===== config.mk =====
export PLATFORM = sky130hd
export DESIGN_NAME = alu_cdb_arbiter_flat
export DESIGN_NICKNAME = d
export VERILOG_FILES = /design/src/rtl/alu_cdb_arbiter_if.sv /design/src/rtl/alu_cdb_arbiter.sv /design/src/flat_wrapper.sv
export SDC_FILE = /design/constraint.sdc
export NUM_CORES = 1
export LEC_CHECK = 0
export CAP_MARGIN = 20
export CORE_AREA = 2 2 141 143
export DETAILED_ROUTE_END_ITERATION = 8
export DIE_AREA = 0 0 143 145
export GPL_TIMING_DRIVEN = 0
export PLACE_DENSITY = 0.84
export SKIP_CTS_REPAIR_TIMING = 1
export SLEW_MARGIN = 10
export SYNTH_ARGS = -nofsm -noshare
export SYNTH_HDL_FRONTEND = slang
export SYNTH_SLANG_ARGS = --single-unit

===== constraint.sdc =====
create_clock -name clk -period 6.4 [get_ports clk]
set_input_delay 1.6 -clock clk [delete_from_list [all_inputs] [get_ports clk]]
set_output_delay 1.6 -clock clk [all_outputs]
set_load 0.05 [all_outputs]

===== src/rtl/alu_cdb_arbiter_if.sv =====
`default_nettype none
// ============================================================================
//  Module   : alu_cdb_arbiter_if
//  Purpose  : Bundles the request side (reservation-station entries) and the
//             common-data-bus side of the ALU CDB arbiter into one interface.
//  Ports    : req/data_req/tag_req  - per-entry completion, result, ROB tag
//             flush, cdb_ready      - pipeline flush and CDB consumer ready
//             grant                 - combinational one-hot grant to entries
//             cdb_valid/data/tag/src- registered CDB word
//             stall_cnt             - saturating backpressure counter
//  Modports : master - environment (station + CDB consumer)
//             slave  - the arbiter
//  Revision : 1.0  initial release
// ============================================================================
interface alu_cdb_arbiter_if #(
    parameter int NUM_REQ        = 8,
    parameter int REQ_INDEX_BITS = 3,
    parameter int ROB_INDEX_BITS = 4
);
    logic [NUM_REQ-1:0]                     req;
    logic [NUM_REQ-1:0][31:0]               data_req;
    logic [NUM_REQ-1:0][ROB_INDEX_BITS-1:0] tag_req;
    logic                                   flush;
    logic                                   cdb_ready;
    logic [NUM_REQ-1:0]                     grant;
    logic                                   cdb_valid;
    logic [31:0]                            cdb_data;
    logic [ROB_INDEX_BITS-1:0]              cdb_tag;
    logic [REQ_INDEX_BITS-1:0]              cdb_src;
    logic [15:0]                            stall_cnt;

    modport master (
        output req, data_req, tag_req, flush, cdb_ready,
        input  grant, cdb_valid, cdb_data, cdb_tag, cdb_src, stall_cnt
    );

    modport slave (
        input  req, data_req, tag_req, flush, cdb_ready,
        output grant, cdb_valid, cdb_data, cdb_tag, cdb_src, stall_cnt
    );
endinterface
`default_nettype wire


===== src/rtl/alu_cdb_arbiter.sv =====
`default_nettype none
// ============================================================================
//  Module   : alu_cdb_arbiter
//  Purpose  : Round-robin scheduler sharing the single CDB among the ALU
//             reservation-station entries. Picks at most one completed entry
//             per cycle, grants it, and captures its result/tag into a
//             registered CDB word that holds under consumer backpressure.
//  Ports    : clk  - clock, rising edge
//             rst  - asynchronous reset, active low
//             bus  - alu_cdb_arbiter_if.slave (requests, grant, CDB word)
//  Revision : 1.0  initial release
// ============================================================================
module alu_cdb_arbiter #(
    parameter int NUM_REQ        = 8,
    parameter int REQ_INDEX_BITS = 3,
    parameter int ROB_INDEX_BITS = 4
) (
    input  wire logic          clk,
    input  wire logic          rst,
    alu_cdb_arbiter_if.slave   bus
);

    // FSM state is exactly the CDB valid bit
    localparam logic [0:0] c_st_empty = 1'b0;
    localparam logic [0:0] c_st_full  = 1'b1;

    localparam logic [REQ_INDEX_BITS-1:0] c_last_idx = REQ_INDEX_BITS'(NUM_REQ - 1);
    localparam logic [15:0]               c_stall_max = 16'hFFFF;

    logic [0:0]                state_q,     state_d;
    logic [REQ_INDEX_BITS-1:0] rr_ptr_q,    rr_ptr_d;
    logic [NUM_REQ-1:0]        mask_q,      mask_d;
    logic [31:0]               cdb_data_q,  cdb_data_d;
    logic [ROB_INDEX_BITS-1:0] cdb_tag_q,   cdb_tag_d;
    logic [REQ_INDEX_BITS-1:0] cdb_src_q,   cdb_src_d;
    logic [15:0]               stall_cnt_q, stall_cnt_d;

    logic                      can_load;
    logic [NUM_REQ-1:0]        eligible;
    logic                      sel_found;
    logic [REQ_INDEX_BITS-1:0] sel_idx;
    logic [REQ_INDEX_BITS-1:0] probe_idx;
    logic                      do_grant;
    logic [NUM_REQ-1:0]        grant_w;

    // ------------------------------------------------------------------
    // Selection: rotating-priority scan starting at rr_ptr
    // ------------------------------------------------------------------
    always_comb begin
        // The output register may be reloaded when empty, or when the word
        // currently on the bus is being taken this very cycle.
        can_load  = !bus.flush && ((state_q == c_st_empty) || bus.cdb_ready);
        // The entry granted last cycle still shows req=1 for one more cycle
        // because the station clears its done bit a cycle late.
        eligible  = bus.req & ~mask_q;
        sel_found = 1'b0;
        sel_idx   = '0;
        probe_idx = '0;
        for (int i = 0; i < NUM_REQ; i++) begin
            probe_idx = REQ_INDEX_BITS'((int'(rr_ptr_q) + i) % NUM_REQ);
            if (!sel_found && eligible[probe_idx]) begin
                sel_found = 1'b1;
                sel_idx   = probe_idx;
            end
        end
        do_grant = can_load && sel_found;
    end

    // Grant is suppressed while reset is held so requesters never consume
    // an entry that the arbiter cannot capture.
    always_comb begin
        grant_w = '0;
        if (rst && do_grant) begin
            grant_w[sel_idx] = 1'b1;
        end
    end

    // ------------------------------------------------------------------
    // FSM: state register
    // ------------------------------------------------------------------
    always_ff @(posedge clk or negedge rst) begin
        if (!rst) begin
            state_q     <= c_st_empty;
            rr_ptr_q    <= '0;
            mask_q      <= '0;
            cdb_data_q  <= '0;
            cdb_tag_q   <= '0;
            cdb_src_q   <= '0;
            stall_cnt_q <= '0;
        end else begin
            state_q     <= state_d;
            rr_ptr_q    <= rr_ptr_d;
            mask_q      <= mask_d;
            cdb_data_q  <= cdb_data_d;
            cdb_tag_q   <= cdb_tag_d;
            cdb_src_q   <= cdb_src_d;
            stall_cnt_q <= stall_cnt_d;
        end
    end

    // ------------------------------------------------------------------
    // FSM: next-state and datapath next values
    // ------------------------------------------------------------------
    always_comb begin
        state_d = state_q;
        if (bus.flush) begin
            state_d = c_st_empty;
        end else begin
            case (state_q)
                c_st_empty: state_d = do_grant ? c_st_full : c_st_empty;
                c_st_full: begin
                    if (do_grant) begin
                        state_d = c_st_full;     // drain plus refill
                    end else if (bus.cdb_ready) begin
                        state_d = c_st_empty;    // drained, nothing to load
                    end else begin
                        state_d = c_st_full;     // hold under backpressure
                    end
                end
                default: state_d = c_st_empty;
            endcase
        end
    end

    always_comb begin
        rr_ptr_d    = rr_ptr_q;
        mask_d      = '0;
        cdb_data_d  = cdb_data_q;
        cdb_tag_d   = cdb_tag_q;
        cdb_src_d   = cdb_src_q;
        stall_cnt_d = stall_cnt_q;

        if (do_grant) begin
            cdb_data_d      = bus.data_req[sel_idx];
            cdb_tag_d       = bus.tag_req[sel_idx];
            cdb_src_d       = sel_idx;
            mask_d[sel_idx] = 1'b1;
            rr_ptr_d        = (sel_idx == c_last_idx) ? '0
                                                      : sel_idx + REQ_INDEX_BITS'(1);
        end

        if ((state_q == c_st_full) && !bus.cdb_ready && !bus.flush &&
            (stall_cnt_q != c_stall_max)) begin
            stall_cnt_d = stall_cnt_q + 16'd1;
        end
    end

    // ------------------------------------------------------------------
    // FSM: outputs
    // ------------------------------------------------------------------
    always_comb begin
        bus.grant     = grant_w;
        bus.cdb_valid = (state_q == c_st_full);
        bus.cdb_data  = cdb_data_q;
        bus.cdb_tag   = cdb_tag_q;
        bus.cdb_src   = cdb_src_q;
        bus.stall_cnt = stall_cnt_q;
    end

endmodule
`default_nettype wire


===== src/flat_wrapper.sv =====
// flat-port wrapper written by rule: the top's interface ports become plain ports
module alu_cdb_arbiter_flat 
#(
    parameter int NUM_REQ        = 8,
    parameter int REQ_INDEX_BITS = 3,
    parameter int ROB_INDEX_BITS = 4
)
  (clk, rst, bus_req, bus_data_req, bus_tag_req, bus_flush, bus_cdb_ready, bus_grant, bus_cdb_valid, bus_cdb_data, bus_cdb_tag, bus_cdb_src, bus_stall_cnt);
  alu_cdb_arbiter_if #(.NUM_REQ(NUM_REQ), .REQ_INDEX_BITS(REQ_INDEX_BITS), .ROB_INDEX_BITS(ROB_INDEX_BITS)) bus_i ();
  input  wire logic clk;
  input  wire logic rst;
  input wire logic [$bits(bus_i.req)-1:0] bus_req;
  input wire logic [$bits(bus_i.data_req)-1:0] bus_data_req;
  input wire logic [$bits(bus_i.tag_req)-1:0] bus_tag_req;
  input wire logic [$bits(bus_i.flush)-1:0] bus_flush;
  input wire logic [$bits(bus_i.cdb_ready)-1:0] bus_cdb_ready;
  output wire logic [$bits(bus_i.grant)-1:0] bus_grant;
  output wire logic [$bits(bus_i.cdb_valid)-1:0] bus_cdb_valid;
  output wire logic [$bits(bus_i.cdb_data)-1:0] bus_cdb_data;
  output wire logic [$bits(bus_i.cdb_tag)-1:0] bus_cdb_tag;
  output wire logic [$bits(bus_i.cdb_src)-1:0] bus_cdb_src;
  output wire logic [$bits(bus_i.stall_cnt)-1:0] bus_stall_cnt;
  assign bus_i.req = bus_req;
  assign bus_i.data_req = bus_data_req;
  assign bus_i.tag_req = bus_tag_req;
  assign bus_i.flush = bus_flush;
  assign bus_i.cdb_ready = bus_cdb_ready;
  assign bus_grant = bus_i.grant;
  assign bus_cdb_valid = bus_i.cdb_valid;
  assign bus_cdb_data = bus_i.cdb_data;
  assign bus_cdb_tag = bus_i.cdb_tag;
  assign bus_cdb_src = bus_i.cdb_src;
  assign bus_stall_cnt = bus_i.stall_cnt;
  alu_cdb_arbiter #(.NUM_REQ(NUM_REQ), .REQ_INDEX_BITS(REQ_INDEX_BITS), .ROB_INDEX_BITS(ROB_INDEX_BITS)) u_core (.clk(clk), .rst(rst), .bus(bus_i));
endmodule

==> report_table.html <==
<table>
<tr><th>Metric</th><th>Value</th></tr>
<tr><th colspan="2">Placed design</th></tr>
<tr><td>Count of input and output buffers</td><td>363</td></tr>
<tr><td>Routability cong.</td><td>0.939</td></tr>
<tr><td>Placed inst area</td><td>0.0107 sq mm</td></tr>
<tr><td>Half-perimeter wire length after detailed placement</td><td>25800 um</td></tr>
<tr><th colspan="2">Synth</th></tr>
<tr><td>Register bit count reported by yosys</td><td>67</td></tr>
<tr><td>EDFF count, synth</td><td>0</td></tr>
<tr><td>Sequential cell area fraction in the yosys report</td><td>24.9%</td></tr>
<tr><td>Nets in the synthesized netlist</td><td>1022</td></tr>
<tr><td>Number of unique standard cell types used by synthesis</td><td>66</td></tr>
<tr><td>Mean area per synthesized cell</td><td>9.37 sq um</td></tr>
<tr><td>Post-Synthesis Cells</td><td>719</td></tr>
<tr><td>Warnings from Yosys</td><td>0</td></tr>
<tr><td>Ys flop type</td><td>dfrtp_1</td></tr>
<tr><td>Share of flip-flops with an asynchronous set or reset after synthesis</td><td>100%</td></tr>
<tr><td>Synthesized area</td><td>0.00674 sq mm</td></tr>
<tr><th colspan="2">Layout</th></tr>
<tr><td>Count of fill cells added during filler insertion</td><td>1685</td></tr>
<tr><td># nets final</td><td>1411</td></tr>
<tr><td>Fraction of final layout cells with drive strength greater than 1</td><td>16.4%</td></tr>
<tr><td>Layout area overhead</td><td>69.5%</td></tr>
<tr><td>Final design area excluding fillers</td><td>0.0114 sq mm</td></tr>
<tr><th colspan="2">STA</th></tr>
<tr><td>Number of setup violations in the final report</td><td>0</td></tr>
<tr><td>Setup repair after global routing missed its margin</td><td>true</td></tr>
<tr><td>Actual transition at the worst max-transition pin</td><td>0.674 ns</td></tr>
<tr><td>Timing-limited maximum frequency</td><td>157 MHz</td></tr>
<tr><td>Final worst path period need</td><td>6.36 ns</td></tr>
<tr><td>Worst slew margin</td><td>55.0%</td></tr>
<tr><td>Number of max-slew violations in the final report</td><td>0</td></tr>
<tr><td>Number of hold-slack violations in the final timing report</td><td>0</td></tr>
<tr><td>Part of the cycle the worst path needs</td><td>99.4%</td></tr>
<tr><td>Worst-case clock skew</td><td>0.00927 ns</td></tr>
<tr><th colspan="2">CTS</th></tr>
<tr><td>Clock-pin transition on the worst setup and hold timing paths</td><td>0.06 ns</td></tr>
<tr><td>Number of CTS-inserted buffers</td><td>9</td></tr>
<tr><td>CTS root buf</td><td>clkbuf_16</td></tr>
<tr><td>Number of clock sinks seen by CTS</td><td>67</td></tr>
<tr><td>CTS Buffer Depth</td><td>2</td></tr>
<tr><td>CTS tree</td><td>yes</td></tr>
<tr><td>Later-pin clock latency in the skew report</td><td>0.35 ns</td></tr>
<tr><td>Max H-tree Level</td><td>3</td></tr>
<tr><th colspan="2">Setup path</th></tr>
<tr><td>Critical path startpoint category</td><td>primary input</td></tr>
<tr><td>Class of the most critical setup path</td><td>primary input to primary output</td></tr>
<tr><td>Arrival time at the worst endpoint</td><td>4.76 ns</td></tr>
<tr><td>Highest net fanout along the worst path</td><td>10</td></tr>
<tr><td>Capturing element type of the critical path</td><td>primary output</td></tr>
<tr><td>Worst Path Required</td><td>4.80 ns</td></tr>
<tr><th colspan="2">Global routing</th></tr>
<tr><td>Largest net degree at the start of global routing</td><td>36</td></tr>
<tr><td>Via count of the first global-routing pass</td><td>7967</td></tr>
<tr><td>Antenna violations before repair</td><td>3</td></tr>
<tr><td>Total congestion overflow</td><td>0</td></tr>
<tr><td>Gr usage total</td><td>30.2%</td></tr>
<tr><td>Wire length of the first global-routing pass</td><td>47400 um</td></tr>
<tr><th colspan="2">Run</th></tr>
<tr><td>Number of violations of the max-capacitance limit</td><td>0</td></tr>
<tr><th colspan="2">Floorplan</th></tr>
<tr><td>Core Region</td><td>0.0192 sq mm</td></tr>
<tr><td>Vertical extent of the die</td><td>145 um</td></tr>
<tr><td>Number of primary I/O pins</td><td>364</td></tr>
<tr><td>Die Area</td><td>0.0207 sq mm</td></tr>
<tr><td>Starting Density</td><td>35.1%</td></tr>
<tr><td>Row count</td><td>51</td></tr>
<tr><td>Die X</td><td>143 um</td></tr>
<tr><th colspan="2">Drt</th></tr>
<tr><td>Overall via count from detail_route</td><td>7959</td></tr>
<tr><td>1st-iter DRT viols</td><td>527</td></tr>
<tr><td>WL per Instance</td><td>23.3 um</td></tr>
<tr><td>Number of routed nets with antenna violations</td><td>0</td></tr>
<tr><td>Drc violations</td><td>0</td></tr>
<tr><td>Wirelength, routed</td><td>32100 um</td></tr>
<tr><td>1st-pass router iterations</td><td>5</td></tr>
<tr><td>Vias per inst</td><td>5.77</td></tr>
<tr><th colspan="2">Run status</th></tr>
<tr><td>Status</td><td>complete, no violations</td></tr>
<tr><th colspan="2">Pwr</th></tr>
<tr><td>Worst ir drop on vdd</td><td>0.624 mV</td></tr>
<tr><td>Total power of the final layout</td><td>8.40 mW</td></tr>
<tr><td>Lkg Pwr</td><td>4.51 nW</td></tr>
<tr><td>P per Cell Area</td><td>735 mW/mm^2</td></tr>
<tr><th colspan="2">Hold path</th></tr>
<tr><td>Hold Crit Class</td><td>flip-flop to flip-flop</td></tr>
</table>
routing by layer:
metal	track usage [%]	up-vias	routed length [um]	part of all wire (%)
met5	0	-	12	0.037
met4	7.92	2	886	2.8
met3	6.40	71	2550	7.9
met2	52.3	419	16300	51
met1	37.8	3875	12400	39
li1	-	3592	-	-
worst paths after layout:
kind                       slack, ns  depth (start not counted)              startpoint                     end
setup / recovery                0.04                         13              bus_req[0]            bus_grant[5]
setup reg to reg                1.82                         12      u_core.rr_ptr_q[0]   u_core.bus.cdb_src[1]
hold / removal                  0.50                          2  u_core.bus.cdb_data[7]  u_core.bus.cdb_data[7]
min in group asynchronous       1.23                          1                     rst        u_core.mask_q[0]
hold reg to reg                 0.50                          2  u_core.bus.cdb_data[7]  u_core.bus.cdb_data[7]
max in group asynchronous       4.59                          2                     rst  u_core.bus.cdb_data[6]
cell type report:
type,instances,area [sq um],area share (%)
antenna,1,2.50,0.0219
inverter,23,86.3,0.756
sequential,67,1680,14.7
buffer,63,364,3.19
clock inverter,5,60.1,0.526
tap,265,332,2.90
timing repair buffer,384,3820,33.4
clock buffer,11,253,2.21
multi-input combinational,560,4840,42.3
worst max-delay path, cell delays in order:
cell             delay (ns)
clkdlybuf4s50_1        0.46
nand2b_1               0.20
mux2i_4                0.13
mux4_2                 0.61
nor2b_2                0.31
and4_1                 0.25
clkbuf_4               0.19
o22a_1                 0.15
buf_4                  0.20
buf_6                  0.17
nand2_2                0.14
nor2_2                 0.15
buf_6                  0.18
where the power goes:
group	switching [mW]	leakage, nW	internal (mW)
Clock	0.209	0.152	0.324
Combinational	4.14	3.50	3.00
Sequential	0.126	0.856	0.603
placed cells by master (no fill, tap or decap), drive strengths merged, types with 17 or more instances in the layout:
| cell type | instances |
|---|---|
| inv | 24 |
| o221ai | 32 |
| dfrtp | 67 |
| buf | 55 |
| o221a | 17 |
| nand3 | 21 |
| nor2 | 33 |
| o21ai | 22 |
| mux2i | 100 |
| clkdlybuf4s50 | 354 |
| clkbuf | 49 |
| nand2 | 59 |
| o211ai | 41 |
| mux2 | 42 |
cell usage after synthesis, drive strengths merged, types with 4 or more instances:
cell type | instances | area [sq um]
mux2i | 100 | 1000
a2111o | 16 | 180
buf | 29 | 199
mux2 | 42 | 473
a21oi | 14 | 73.8
o22ai | 7 | 50.1
xor2 | 4 | 35.0
nand4b | 8 | 70.1
a21o | 10 | 75.1
and3b | 4 | 35.0
xnor2 | 15 | 131
nor2b | 9 | 56.3
o221ai | 32 | 280
nor3b | 5 | 47.5
dfrtp | 67 | 1680
inv | 23 | 86.3
o221a | 17 | 191
nand3 | 21 | 105
mux4 | 16 | 360
a221o | 4 | 40.0
a2111oi | 9 | 85.1
clkbuf | 40 | 150
o21ai | 22 | 110
or3 | 4 | 25.0
nor3 | 4 | 25.0
o211ai | 41 | 343
nand2b | 11 | 68.8
nand4 | 7 | 43.8
nor2 | 33 | 126
nand2 | 59 | 224
a211oi | 13 | 97.6
per-stage QoR:
stage | hold WS (ns) | TNS [ns] | std cells | util [%] | worst slack [ns]
after floorplan | 0.753 | 0 | 719 | - | 0.198
after global placement | 0.468 | -11.27 | 1347 | 55.7 | -1.50
after detailed placement | 0.473 | -11.07 | 1348 | 55.8 | -1.53
after CTS | 0.497 | -11.20 | 1364 | 57.5 | -1.54
after global routing | 0.512 | -0.130 | 1378 | 59.5 | -0.0372
final | 0.496 | 0 | 1379 | 59.5 | 0.0379
kinds of logic (layout without fill, tap and decap cells):
group	Yosys count	after routing	share of synthesized area, %
other	0	1	0
flip-flops	67	67	24.9
adder cells (fa/ha/maj)	3	3	0.557
buffers and inverters	92	486	6.46
XOR/XNOR	19	19	2.47
AO/OA/AOI/OAI	205	205	25.2
multiplexers	158	158	27.2
AND/OR/NAND/NOR	175	175	13.3
state kept, by name, summed over array words and instances, names as in the netlist:
name and flops:
u_core.rr_ptr_q 3, u_core.bus.cdb_valid 1, u_core.bus.cdb_src 3, u_core.bus.stall_cnt 16, u_core.bus.cdb_tag 4, u_core.bus.cdb_data 32
u_core.mask_q 8
No activity file was read; power rests on OpenSTA's default activity.
